<file path="src/rtl/line_buf_pingpong.sv">
// Ping-pong scanline buffer controller: the renderer fills the back bank of
// single-port SRAM macros while scanout reads the front bank; banks swap on line start.
module line_buf_pingpong #(
    parameter int CHANNELS = 4,
    parameter int DATA_W   = 8,
    parameter int ADDR_W   = 8,
    parameter int LINE_LEN = 256
) (
    input  logic                         wb_clk_i,
    input  logic                         wb_rst_i,
    input  logic                         wr_valid,
    output logic                         wr_ready,
    input  logic [CHANNELS*DATA_W-1:0]   wr_data,
    input  logic                         rd_start,
    output logic                         rd_valid,
    output logic [CHANNELS*DATA_W-1:0]   rd_data,
    output logic                         rd_busy,
    output logic                         swap_o,
    output logic                         underrun_o,
    output logic                         start_err_o,
    output logic                         front_sel,
    output logic [ADDR_W-1:0]            bank_a_a,
    output logic [ADDR_W-1:0]            bank_b_a,
    output logic [CHANNELS*DATA_W-1:0]   bank_a_d,
    output logic [CHANNELS*DATA_W-1:0]   bank_b_d,
    input  logic [CHANNELS*DATA_W-1:0]   bank_a_q,
    input  logic [CHANNELS*DATA_W-1:0]   bank_b_q,
    output logic                         bank_a_cen,
    output logic                         bank_b_cen,
    output logic                         bank_a_gwen,
    output logic                         bank_b_gwen,
    output logic [CHANNELS*DATA_W-1:0]   bank_a_wen,
    output logic [CHANNELS*DATA_W-1:0]   bank_b_wen
);

    localparam int PIX_W = CHANNELS * DATA_W;
    localparam int CNT_W = ADDR_W + 1;
    localparam logic [CNT_W-1:0] LAST = CNT_W'(LINE_LEN - 1);

    typedef enum logic [1:0] {
        ST_IDLE  = 2'd0,
        ST_READ  = 2'd1,
        ST_DRAIN = 2'd2
    } rd_state_e;

    typedef struct packed {
        logic              cen;
        logic              gwen;
        logic [PIX_W-1:0]  wen;
        logic [ADDR_W-1:0] a;
        logic [PIX_W-1:0]  d;
    } macro_t;

    rd_state_e        state_q, state_d;
    logic             front_sel_q, front_sel_d;
    logic             back_full_q, back_full_d;
    logic [CNT_W-1:0] wr_cnt_q, wr_cnt_d;
    logic [CNT_W-1:0] rd_cnt_q, rd_cnt_d;
    logic             rd_valid_q;
    logic             rd_sel_q;

    logic   wr_fire_s, rd_issue_s, start_s;
    logic   swap_s, underrun_s, start_err_s;
    logic   a_wr_s, b_wr_s, a_rd_s, b_rd_s;
    macro_t bank_a_s, bank_b_s;

    // Single-port macro drive: a write, a read, or the quiet idle pattern.
    function automatic macro_t macro_drive(input logic              wr,
                                           input logic              rd,
                                           input logic [ADDR_W-1:0] wa,
                                           input logic [ADDR_W-1:0] ra,
                                           input logic [PIX_W-1:0]  wd);
        macro_t m;
        if (wr) begin
            m.cen  = 1'b0;
            m.gwen = 1'b0;
            m.wen  = '0;
            m.a    = wa;
            m.d    = wd;
        end else if (rd) begin
            m.cen  = 1'b0;
            m.gwen = 1'b1;
            m.wen  = '1;
            m.a    = ra;
            m.d    = '0;
        end else begin
            m.cen  = 1'b1;
            m.gwen = 1'b1;
            m.wen  = '1;
            m.a    = '0;
            m.d    = '0;
        end
        return m;
    endfunction

    // Reset gates every access so nothing reaches a macro while it is asserted.
    assign wr_fire_s  = wr_valid & ~back_full_q & ~wb_rst_i;
    assign rd_issue_s = (state_q == ST_READ) & ~wb_rst_i;
    assign start_s    = rd_start & ~wb_rst_i;

    // Reader FSM next state, swap decision and event pulses.
    always_comb begin
        state_d     = state_q;
        rd_cnt_d    = rd_cnt_q;
        front_sel_d = front_sel_q;
        swap_s      = 1'b0;
        underrun_s  = 1'b0;
        start_err_s = 1'b0;
        case (state_q)
            ST_IDLE: begin
                if (start_s) begin
                    state_d  = ST_READ;
                    rd_cnt_d = '0;
                    if (back_full_q) begin
                        front_sel_d = ~front_sel_q;
                        swap_s      = 1'b1;
                    end else begin
                        underrun_s  = 1'b1;
                    end
                end else begin
                    state_d = ST_IDLE;
                end
            end
            ST_READ: begin
                start_err_s = start_s;
                if (rd_cnt_q == LAST) begin
                    state_d  = ST_DRAIN;
                    rd_cnt_d = '0;
                end else begin
                    rd_cnt_d = rd_cnt_q + {{(CNT_W-1){1'b0}}, 1'b1};
                end
            end
            ST_DRAIN: begin
                start_err_s = start_s;
                state_d     = ST_IDLE;
            end
            default: begin
                state_d = ST_IDLE;
            end
        endcase
    end

    // Write pointer and back-bank full flag; a write and a swap never share a cycle.
    always_comb begin
        wr_cnt_d    = wr_cnt_q;
        back_full_d = back_full_q;
        if (wr_fire_s) begin
            if (wr_cnt_q == LAST) begin
                wr_cnt_d    = '0;
                back_full_d = 1'b1;
            end else begin
                wr_cnt_d    = wr_cnt_q + {{(CNT_W-1){1'b0}}, 1'b1};
            end
        end else if (swap_s) begin
            back_full_d = 1'b0;
        end else begin
            back_full_d = back_full_q;
        end
    end

    // Back bank is the one not selected as front; reads go to the front bank.
    assign a_wr_s = wr_fire_s  &  front_sel_q;
    assign b_wr_s = wr_fire_s  & ~front_sel_q;
    assign a_rd_s = rd_issue_s & ~front_sel_q;
    assign b_rd_s = rd_issue_s &  front_sel_q;

    // Per-bank macro control.
    always_comb begin
        bank_a_s = macro_drive(a_wr_s, a_rd_s, wr_cnt_q[ADDR_W-1:0],
                               rd_cnt_q[ADDR_W-1:0], wr_data);
        bank_b_s = macro_drive(b_wr_s, b_rd_s, wr_cnt_q[ADDR_W-1:0],
                               rd_cnt_q[ADDR_W-1:0], wr_data);
    end

    assign bank_a_cen  = bank_a_s.cen;
    assign bank_a_gwen = bank_a_s.gwen;
    assign bank_a_wen  = bank_a_s.wen;
    assign bank_a_a    = bank_a_s.a;
    assign bank_a_d    = bank_a_s.d;
    assign bank_b_cen  = bank_b_s.cen;
    assign bank_b_gwen = bank_b_s.gwen;
    assign bank_b_wen  = bank_b_s.wen;
    assign bank_b_a    = bank_b_s.a;
    assign bank_b_d    = bank_b_s.d;

    // State registers with synchronous reset; SRAM contents are left alone.
    always_ff @(posedge wb_clk_i) begin
        if (wb_rst_i) begin
            state_q     <= ST_IDLE;
            front_sel_q <= 1'b0;
            back_full_q <= 1'b0;
            wr_cnt_q    <= '0;
            rd_cnt_q    <= '0;
            rd_valid_q  <= 1'b0;
            rd_sel_q    <= 1'b0;
        end else begin
            state_q     <= state_d;
            front_sel_q <= front_sel_d;
            back_full_q <= back_full_d;
            wr_cnt_q    <= wr_cnt_d;
            rd_cnt_q    <= rd_cnt_d;
            rd_valid_q  <= (state_q == ST_READ);
            rd_sel_q    <= front_sel_q;
        end
    end

    // Macro q arrives one cycle after the address; pick the bank that was read.
    always_comb begin
        if (rd_valid_q) begin
            rd_data = rd_sel_q ? bank_b_q : bank_a_q;
        end else begin
            rd_data = '0;
        end
    end

    assign wr_ready    = ~back_full_q;
    assign rd_valid    = rd_valid_q;
    assign rd_busy     = (state_q != ST_IDLE);
    assign front_sel   = front_sel_q;
    assign swap_o      = swap_s;
    assign underrun_o  = underrun_s;
    assign start_err_o = start_err_s;

endmodule

</file>
<file path="config.mk">
export PLATFORM = sky130hd
export DESIGN_NAME = line_buf_pingpong
export DESIGN_NICKNAME = d
export VERILOG_FILES = /design/src/rtl/line_buf_pingpong.sv
export SDC_FILE = /design/constraint.sdc
export NUM_CORES = 1
export LEC_CHECK = 0
export ABC_AREA = 1
export CORE_ASPECT_RATIO = 0.5
export CORE_MARGIN = 10
export CORE_UTILIZATION = 32
export CTS_CLUSTER_DIAMETER = 60
export CTS_CLUSTER_SIZE = 10
export DETAILED_ROUTE_END_ITERATION = 6
export GPL_TIMING_DRIVEN = 0
export PLACE_DENSITY = 0.88
export SETUP_SLACK_MARGIN = 0.02
export SLEW_MARGIN = 25
export SYNTH_ARGS = -nofsm -noshare
export SYNTH_HDL_FRONTEND = slang
export SYNTH_SLANG_ARGS = --single-unit
export TNS_END_PERCENT = 30
</file>
<file path="constraint.sdc">
create_clock -name wb_clk_i -period 3.25 [get_ports wb_clk_i]
set_input_delay 0.325 -clock wb_clk_i [delete_from_list [all_inputs] [get_ports wb_clk_i]]
set_output_delay 0.325 -clock wb_clk_i [all_outputs]
set_load 0.005 [all_outputs]
</file>
# == Word level (Yosys, flattened, before mapping) ==
# Cells that the tools add are included.
# op_classes
bitwise_logic,11
n_mux,23
n_eq_ne,7
n_reduce_logical,8
n_addsub,2
# ops
cell,count
$mux W74,4
$mux W32,2
$mux W9,3
$add A9 B1 Y9 const B,2
$eq A9 B8 Y1 const B,2
$pmux W9 S2,1
$mux W1,11
$and A1 B1 Y1,8
$reduce_bool A2 Y1,3
$ne A2 B2 Y1 const B,2
$pmux W2 S2,1
$reduce_and A2 Y1,2
$not A1 Y1,3
$reduce_and A3 Y1,1
$eq A2 B1 Y1 const B,1
$eq A2 B2 Y1 const B,1
$logic_not A2 Y1,1
$mux W2,1
$ne A2 B1 Y1 const B,1
$reduce_or A2 Y1,1
# totals
wordCells,58
reg_bits,24
input_bits,100
output_inout_bits,187

# == Logic depth before layout (Yosys ltp) ==
# Gate-level depths: netlist (run 1).
# logic_depth
depth_word,6
ltp_mapped,11
ltp_nobuf,10

# == Least setup slack after synthesis (run 1) ==
# No wires, ideal clock.
# synth_timing
path_kind,register to output
start,register state_q[1]
end,output port bank_a_a[0]
n_path_buf,1
stages_incl_launch_ff,8
setup_slack_ns,1.739
required_ns,2.925
arrival_ns,1.186
cell_sequence,dfxtp_1 > inv_1 > ha_1 > buf_2 > inv_1 > nor2_1 > nand2_2 > o22ai_1
# synth_via
elab_chain_cells,5
# synth_rtl
item,line_no,text
"start, declared",54,"rd_state_e state_q, state_d;"
"start signal, assigned",197,state_q <= state_d;
$eq A2 B1 Y1,98,assign rd_issue_s = (state_q == ST_READ) & ~wb_rst_i;
$and A1 B1 Y1,98,
$and A1 B1 Y1,164,assign a_rd_s = rd_issue_s & ~front_sel_q;
$mux W74,80,end else if (rd) begin
$mux W74,74,if (wr) begin
"end, declared",22,"output logic [ADDR_W-1:0] bank_a_a,"
# Every way passes these cells.

# == Final worst setup path (run 1) ==
# layout_timing
start,input port wr_valid
end,output port bank_b_a[4]
# layout_via
elab_chain_cells,4
# layout_rtl
item,line_no,text
"start, declared",11,"input logic wr_valid,"
$and A1 B1 Y1 (2 in a row),97,assign wr_fire_s = wr_valid & ~back_full_q & ~wb_rst_i;
$and A1 B1 Y1,163,assign b_wr_s = wr_fire_s & ~front_sel_q;
$mux W74,74,
"end, declared",23,"output logic [ADDR_W-1:0] bank_b_a,"
# Every way passes these cells.

==> results of run 1 <==
final cells by class:
class | instances | area [µm²]
Buffer | 85 | 636
Clock buffer | 3 | 75.1
Fill cell | 716 | 2750
Inverter | 70 | 265
Multi-Input combinational cell | 305 | 1440
Sequential cell | 24 | 480
Tap cell | 117 | 146
Timing Repair Buffer | 286 | 2860
worst paths after layout:
kind                from     endpoint  depth (start not counted)
max             wr_valid  bank_b_a[4]                          7
min          wr_cnt_q[8]  wr_cnt_q[8]                          2
min reg2reg  wr_cnt_q[8]  wr_cnt_q[8]                          2
max reg2reg  wr_cnt_q[1]  wr_cnt_q[7]                          8
power by group through the flow:
| stage | clock network (µW) | registers, µW | logic (µW) |
|---|---|---|---|
| floorplan | 0 | 306 | 115 |
| global placement | 0 | 306 | 351 |
| detailed placement | 0 | 307 | 357 |
| CTS | 271 | 300 | 359 |
| global route | 282 | 300 | 383 |
| finish | 270 | 300 | 357 |
logic make-up (layout without fill, tap and decap cells):
group / count (synthesis) / in the layout / share of synthesized area [%]
and+or+nand+nor: 229 / 229 / 34.8
DFF: 24 / 24 / 17.0
buffers and inverters: 155 / 444 / 32.0
AOI/OAI and AO/OA: 68 / 68 / 13.0
adders and majority gates: 5 / 5 / 2.22
xor gates and xnor gates: 3 / 3 / 0.932
worst max-delay path: cells and delay by family:
family | cells | cell delay, ps
buffers and inverters | 3 | 1310
AO/OA/AOI/OAI | 1 | 220
AND/OR/NAND/NOR | 3 | 430
cell usage in the layout (no fill, tap or decap), types with 2 or more instances in the layout:
cell type	netlist	final
nor2_1	146	146
nand3_4	2	2
dfxtp_1	24	24
nor2_2	5	5
ha_1	5	5
nand2_4	3	3
buf_4	65	65
buf_6	8	8
xor2_1	3	3
inv_1	68	68
nand3_2	2	2
clkbuf_1	9	9
o21ai_0	36	36
o22ai_1	17	17
buf_2	2	2
nor3_1	2	2
nand2_1	46	46
clkdlybuf4s50_1	0	286
clkbuf_16	0	3
nand2_2	4	4
nand4_1	3	3
a21oi_1	13	13
o21a_1	2	2
nand3_1	14	14
layer usage:
metal | vias up | GRT usage [%]
met5 | - | 0
met1 | 1751 | 21.6
met2 | 132 | 38.4
met4 | 0 | 4.73
li1 | 2004 | -
met3 | 21 | 2.67
flip-flops by register name (all words and copies together) (netlist names):
register     flops
state_q          2
rd_cnt_q         9
wr_cnt_q         9
rd_sel_q         1
front_sel        1
rd_valid         1
back_full_q      1
cell usage after synthesis, types with 3 or more instances:
cell      count
buf_6         8
nand2_4       3
o21ai_0      36
nand2_1      46
inv_1        68
a21oi_1      13
ha_1          5
xor2_1        3
nor2_2        5
o22ai_1      17
nand4_1       3
nor2_1      146
dfxtp_1      24
nand2_2       4
clkbuf_1      9
nand3_1      14
buf_4        65
through the flow:
step / utilization (%) / area [µm²] / total power, µW / hold WS, ps
final: 68.3 / 5900 / 927 / 464
after global routing: 68.3 / 5900 / 965 / 469
after CTS: 68.3 / 5900 / 930 / 457
after detailed placement: 67.4 / 5830 / 664 / 446
after global placement: 67.4 / 5830 / 657 / 443
after floorplan: - / 2820 / 421 / 420
==> qor.txt, run 1 <==
status: complete, no violations
Leak: 0.00256 µW
DR iter-0 viols: 286
Syn-to-layout area delta: 109%
Req. time, crit path: 2920 ps
CP Capture Type: primary output
total grt overflow: 0
CP max stage cell: clkdlybuf4s50_1
cells along the critical path: clkdlybuf4s50_1 -> nand2_4 -> nor2_4 -> nand2_4 -> buf_6 -> o22ai_1 -> clkdlybuf4s50_1
normalized max-slew margin: 72.6%
Synth Instances: 484
H-tree lvl count: 1
Crit Path Max Fanout: 10
Num CTS Buffers: 3
post_cts resized: 0
DP Wirelength: 12,400 µm
dpl cells: 887
Post-route DRC: 0
Sw Ratio: 25.1%
clk sink count: 24
CTS tree: yes
max-slew violation count: 0
# diodes: 0
Post-CTS Setup Inserts: 0
cell type with the largest total area after synthesis: nor2_1
die width: 153 µm
EDFF count, synth: 0
post-layout minimum cycle time: 2620 ps
setup TNS: 0 ps
Worst setup SP type: input port
post-route insts no fill: 890
Die ar.: 0.0132 mm²
standard-cell rows: 24
clock power share: 29.2%
mean post-synth cell area: 5.82 µm²
pwr/cell area: 157 mW/mm²
Clock Latency Late Sink: 260 ps
Via-to-Cell Ratio: 4.39
drt wl/cell: 16.1 µm
antenna violations before repair: 0
Main synth FF type: dfxtp_1
drt total wl: 14,300 µm
RSZ-0062 raised after global routing: no
sequential power share: 32.4%
combinational power share: 38.5%
Detail Route met3 WL: 719 µm
total number of vias: 3,908
Worst Skew: 2.08 ps
Post-Route M1 WL: 5370 µm
Worst VDD drop: 190 µV
Netlist Area Pre-Place: 0.00282 mm²
final worst-path cycle share: 80.6%
synth warn: 0
worst-margin pin slew: 411 ps
Synth Register Bits: 24
NetSw: 233 µW
Internal: 694 µW
asr flop ratio synth: 0%
Initial DRT Pass Iterations: 5
Syn Nets: 589
io pins: 287
setup ws final: 631 ps
met2 wire length: 7960 µm
port bufs: 286
largest net degree at the start of global routing: 43
Setup CP Type: input port to primary output
nets@finish: 880
Hold Path Class: flop to flop
setup violators final: 0
vias in the first global route: 3,574
register area share after synthesis: 17.0%
Setup WS pre-CTS: 622 ps
initial core utilization: 32.6%
CORE AREA: 0.00865 mm²
Final Hold Fails: 0
first-pass GRT wire length: 21,100 µm
layout cell share with drive strength beyond 1: 12.7%
Netlist cell types: 27
GP Congestion: 0.899
root buffer cell: clkbuf_16
largest cells by area after synthesis: nor2_1 19%, buf_4 17%, dfxtp_1 17%
Largest stage delay, worst path: 580 ps
CTS clk-pin slew, worst paths: 60 ps
highest clock rate: 382 MHz
top sig layer: met4
Synth top area share: 19.4%
CP Data Arrival Time: 2290 ps
maxcap violations: 0
antenna viol nets, final: 0
R2R setup slack: 1790 ps
Max Root-Sink Buffers: 2
Hold-fix buffers, CTS: 0
die height: 86.4 µm
GR Util All Layers: 19.4%
Power figures use the tool's default switching activity.
==> run 2, diff against run 1 <==
- CORE_UTILIZATION: 32 -> 27
- PLACE_DENSITY: 0.88 -> 0.79
- clock period: 3.25 -> 2.2 ns (I/O delays scaled with it)
==> run 2 against run 1 <==
Against the previous run:
- clock-buffer cell count is the same
- global-route usage shrank 1.5 points
- sequential share of layout area shrank 0.29 points
==> qor.txt, run 2 (synthesis gave the netlist of run 1 again) <==
status: complete, no violations
Syn-to-layout area delta: 118%
Initial DRT Pass Iterations: 5 (unchanged)
CP max stage cell: clkdlybuf4s50_1
initial core utilization: 27.7% (-4.9 points)
CP Capture Type: primary output
# fillers: 940 (+31%)
worst-margin pin slew: 370 ps (-40.2 ps)
drt total wl: 15,700 µm (+9.7%)
Setup WS pre-CTS: -210 ps (-832 ps)
first-pass GRT wire length: 21,600 µm (+2.4%)
met1 Use GR: 19.8% (-1.8 points)
most frequent cells in the layout: 257 x clkdlybuf4s50_1, 143 x nor2_1, 69 x buf_4, 67 x inv_1, 46 x nand2_1
normalized max-slew margin: 75.0% (+2.4 points)
io pins: 287 (unchanged)
final instance area: 0.00615 mm² (+4.2%)
Leak: 0.00297 µW (+16%)
highest clock rate: 469 MHz
GR Util All Layers: 17.9% (-1.5 points)
RSZ-0062 raised after global routing: yes
Hold Path Class: flop to flop
Setup CP Type: flop to primary output
GP Congestion: 0.878 (-2.4%)
standard-cell rows: 26 (+8.3%)
Worst VDD drop: 229 µV (+21%)
setup ws final: 67.6 ps (-563 ps)
Worst Skew: 4.61 ps (+2.53 ps)
Post-Route Utilization: 60.4% (-7.9 points)
CORE AREA: 0.0102 mm² (+18%)
Hold-fix buffers, CTS: 0 (unchanged)
Fin Hold WS: 456 ps (-7.24 ps)
final worst-path cycle share: 96.9%
die width: 165 µm (+7.7%)
Post-route DRC: 0 (unchanged)
H-tree lvl count: 1 (unchanged)
die height: 92.3 µm (+6.8%)
layout cell share with drive strength beyond 1: 16.1% (+3.4 points)
total number of vias: 3,963 (+1.4%)
Die ar.: 0.0152 mm² (+15%)
CTS clk-pin slew, worst paths: 70 ps (about the same)
GRT busiest layer: met2
antenna violations before repair: 0 (unchanged)
antenna viol nets, final: 0 (unchanged)
Top Registers: rd_cnt_q: 9 flops, wr_cnt_q: 9 flops, state_q: 2 flops
M3 GR Usage: 2.23% (-0.44 points)
drt wl/cell: 17.0 µm (+5.8%)
maxcap violations: 0 (unchanged)
vias in the first global route: 3,613 (+1.1%)
CTS tree: yes
met2 Usage GRT: 36.0% (-2.3 points)
placed cell area: 0.00586 mm² (+0.49%)
Num CTS Buffers: 3 (unchanged)
DP Wirelength: 12,700 µm (+2.4%)
pwr/cell area: 248 mW/mm² (+58%)
Crit Path Max Fanout: 11 (+1)
cells along the critical path: inv_4 -> nand2_4 -> nor2_4 -> nand2_4 -> clkbuf_16 -> nor2_1 -> clkdlybuf4s50_1
nets@finish: 889 (+1.0%)
# diodes: 0 (unchanged)
total grt overflow: 0 (unchanged)
port bufs: 286 (unchanged)
Clock Latency Late Sink: 260 ps (about the same)
Final Hold Fails: 0 (unchanged)
CP Data Arrival Time: 1910 ps (-380 ps)
commonest non-fill, non-tap cell in the layout: clkdlybuf4s50_1
clk sink count: 24 (unchanged)
setup violators final: 0 (unchanged)
Worst setup SP type: flop
Largest stage delay, worst path: 520 ps (-60 ps)
root buffer cell: clkbuf_16
largest net degree at the start of global routing: 43 (unchanged)
Via-to-Cell Ratio: 4.29 (-2.2%)
max-slew violation count: 0 (unchanged)
most frequent CP cell: nand2_4
post-layout minimum cycle time: 2130 ps
Max Root-Sink Buffers: 2 (unchanged)
setup TNS: 0 ps (unchanged)
DR iter-0 viols: 307 (+7.3%)
Req. time, crit path: 1980 ps (-940 ps)
==> run 2: final cells by class <==
cell class | instances | area (µm²) | share of cell area, %
buffer | 85 | 672 | 10.9
clock buffer | 3 | 75.1 | 1.22
clock inverter | 1 | 30.0 | 0.488
inverter | 70 | 268 | 4.35
multi-input combinational | 306 | 1480 | 24.1
sequential | 24 | 483 | 7.85
tap | 140 | 175 | 2.85
timing repair buffer | 294 | 2970 | 48.2
==> run 2: worst max-delay path: cells and delay by family (launching register included) <==
kind | cells | cell delay, ps
buffers and inverters | 3 | 800
AND/OR/NAND/NOR | 4 | 480
flip-flops | 1 | 350
==> run 2: metrics by stage <==
step | power (µW) | cells
4_1_cts | 1510 | 917
3_3_place_gp | 975 | 910
2_1_floorplan | 622 | 484
5_1_grt | 1580 | 923
6_report | 1520 | 923
3_5_place_dp | 981 | 910
==> run 2: per-layer routing <==
| layer | vias up | share of wire [%] |
|---|---|---|
| met2 | 125 | 56 |
| met3 | 14 | 4.8 |
| met1 | 1801 | 38 |
| met5 | - | 0 |
| li1 | 2023 | - |
| met4 | 0 | 0.94 |
==> run 2: timing repair <==
item                                    4_1_cts  5_1_grt
buffers inserted                              2        2
pin swaps                                     1        1
endpoints found under the setup margin      148      131
cloned                                        1        4
endpoints found under the hold margin         0        0
resized for setup                            28       38
==> run 2: power by group <==
group | switching [µW] | internal [µW]
sequential | 4.80 | 439
clock | 170 | 362
combinational | 191 | 356
total | 366 | 1160
==> run 2: final timing paths <==
kind / startpoint / end / cells after the start / slack [ps]
min reg2reg: wr_cnt_q[8] / wr_cnt_q[8] / 2 / 460
max: back_full_q / bank_b_d[24] / 7 / 70
min: wr_cnt_q[8] / wr_cnt_q[8] / 2 / 460
max reg2reg: state_q[0] / rd_cnt_q[7] / 10 / 600
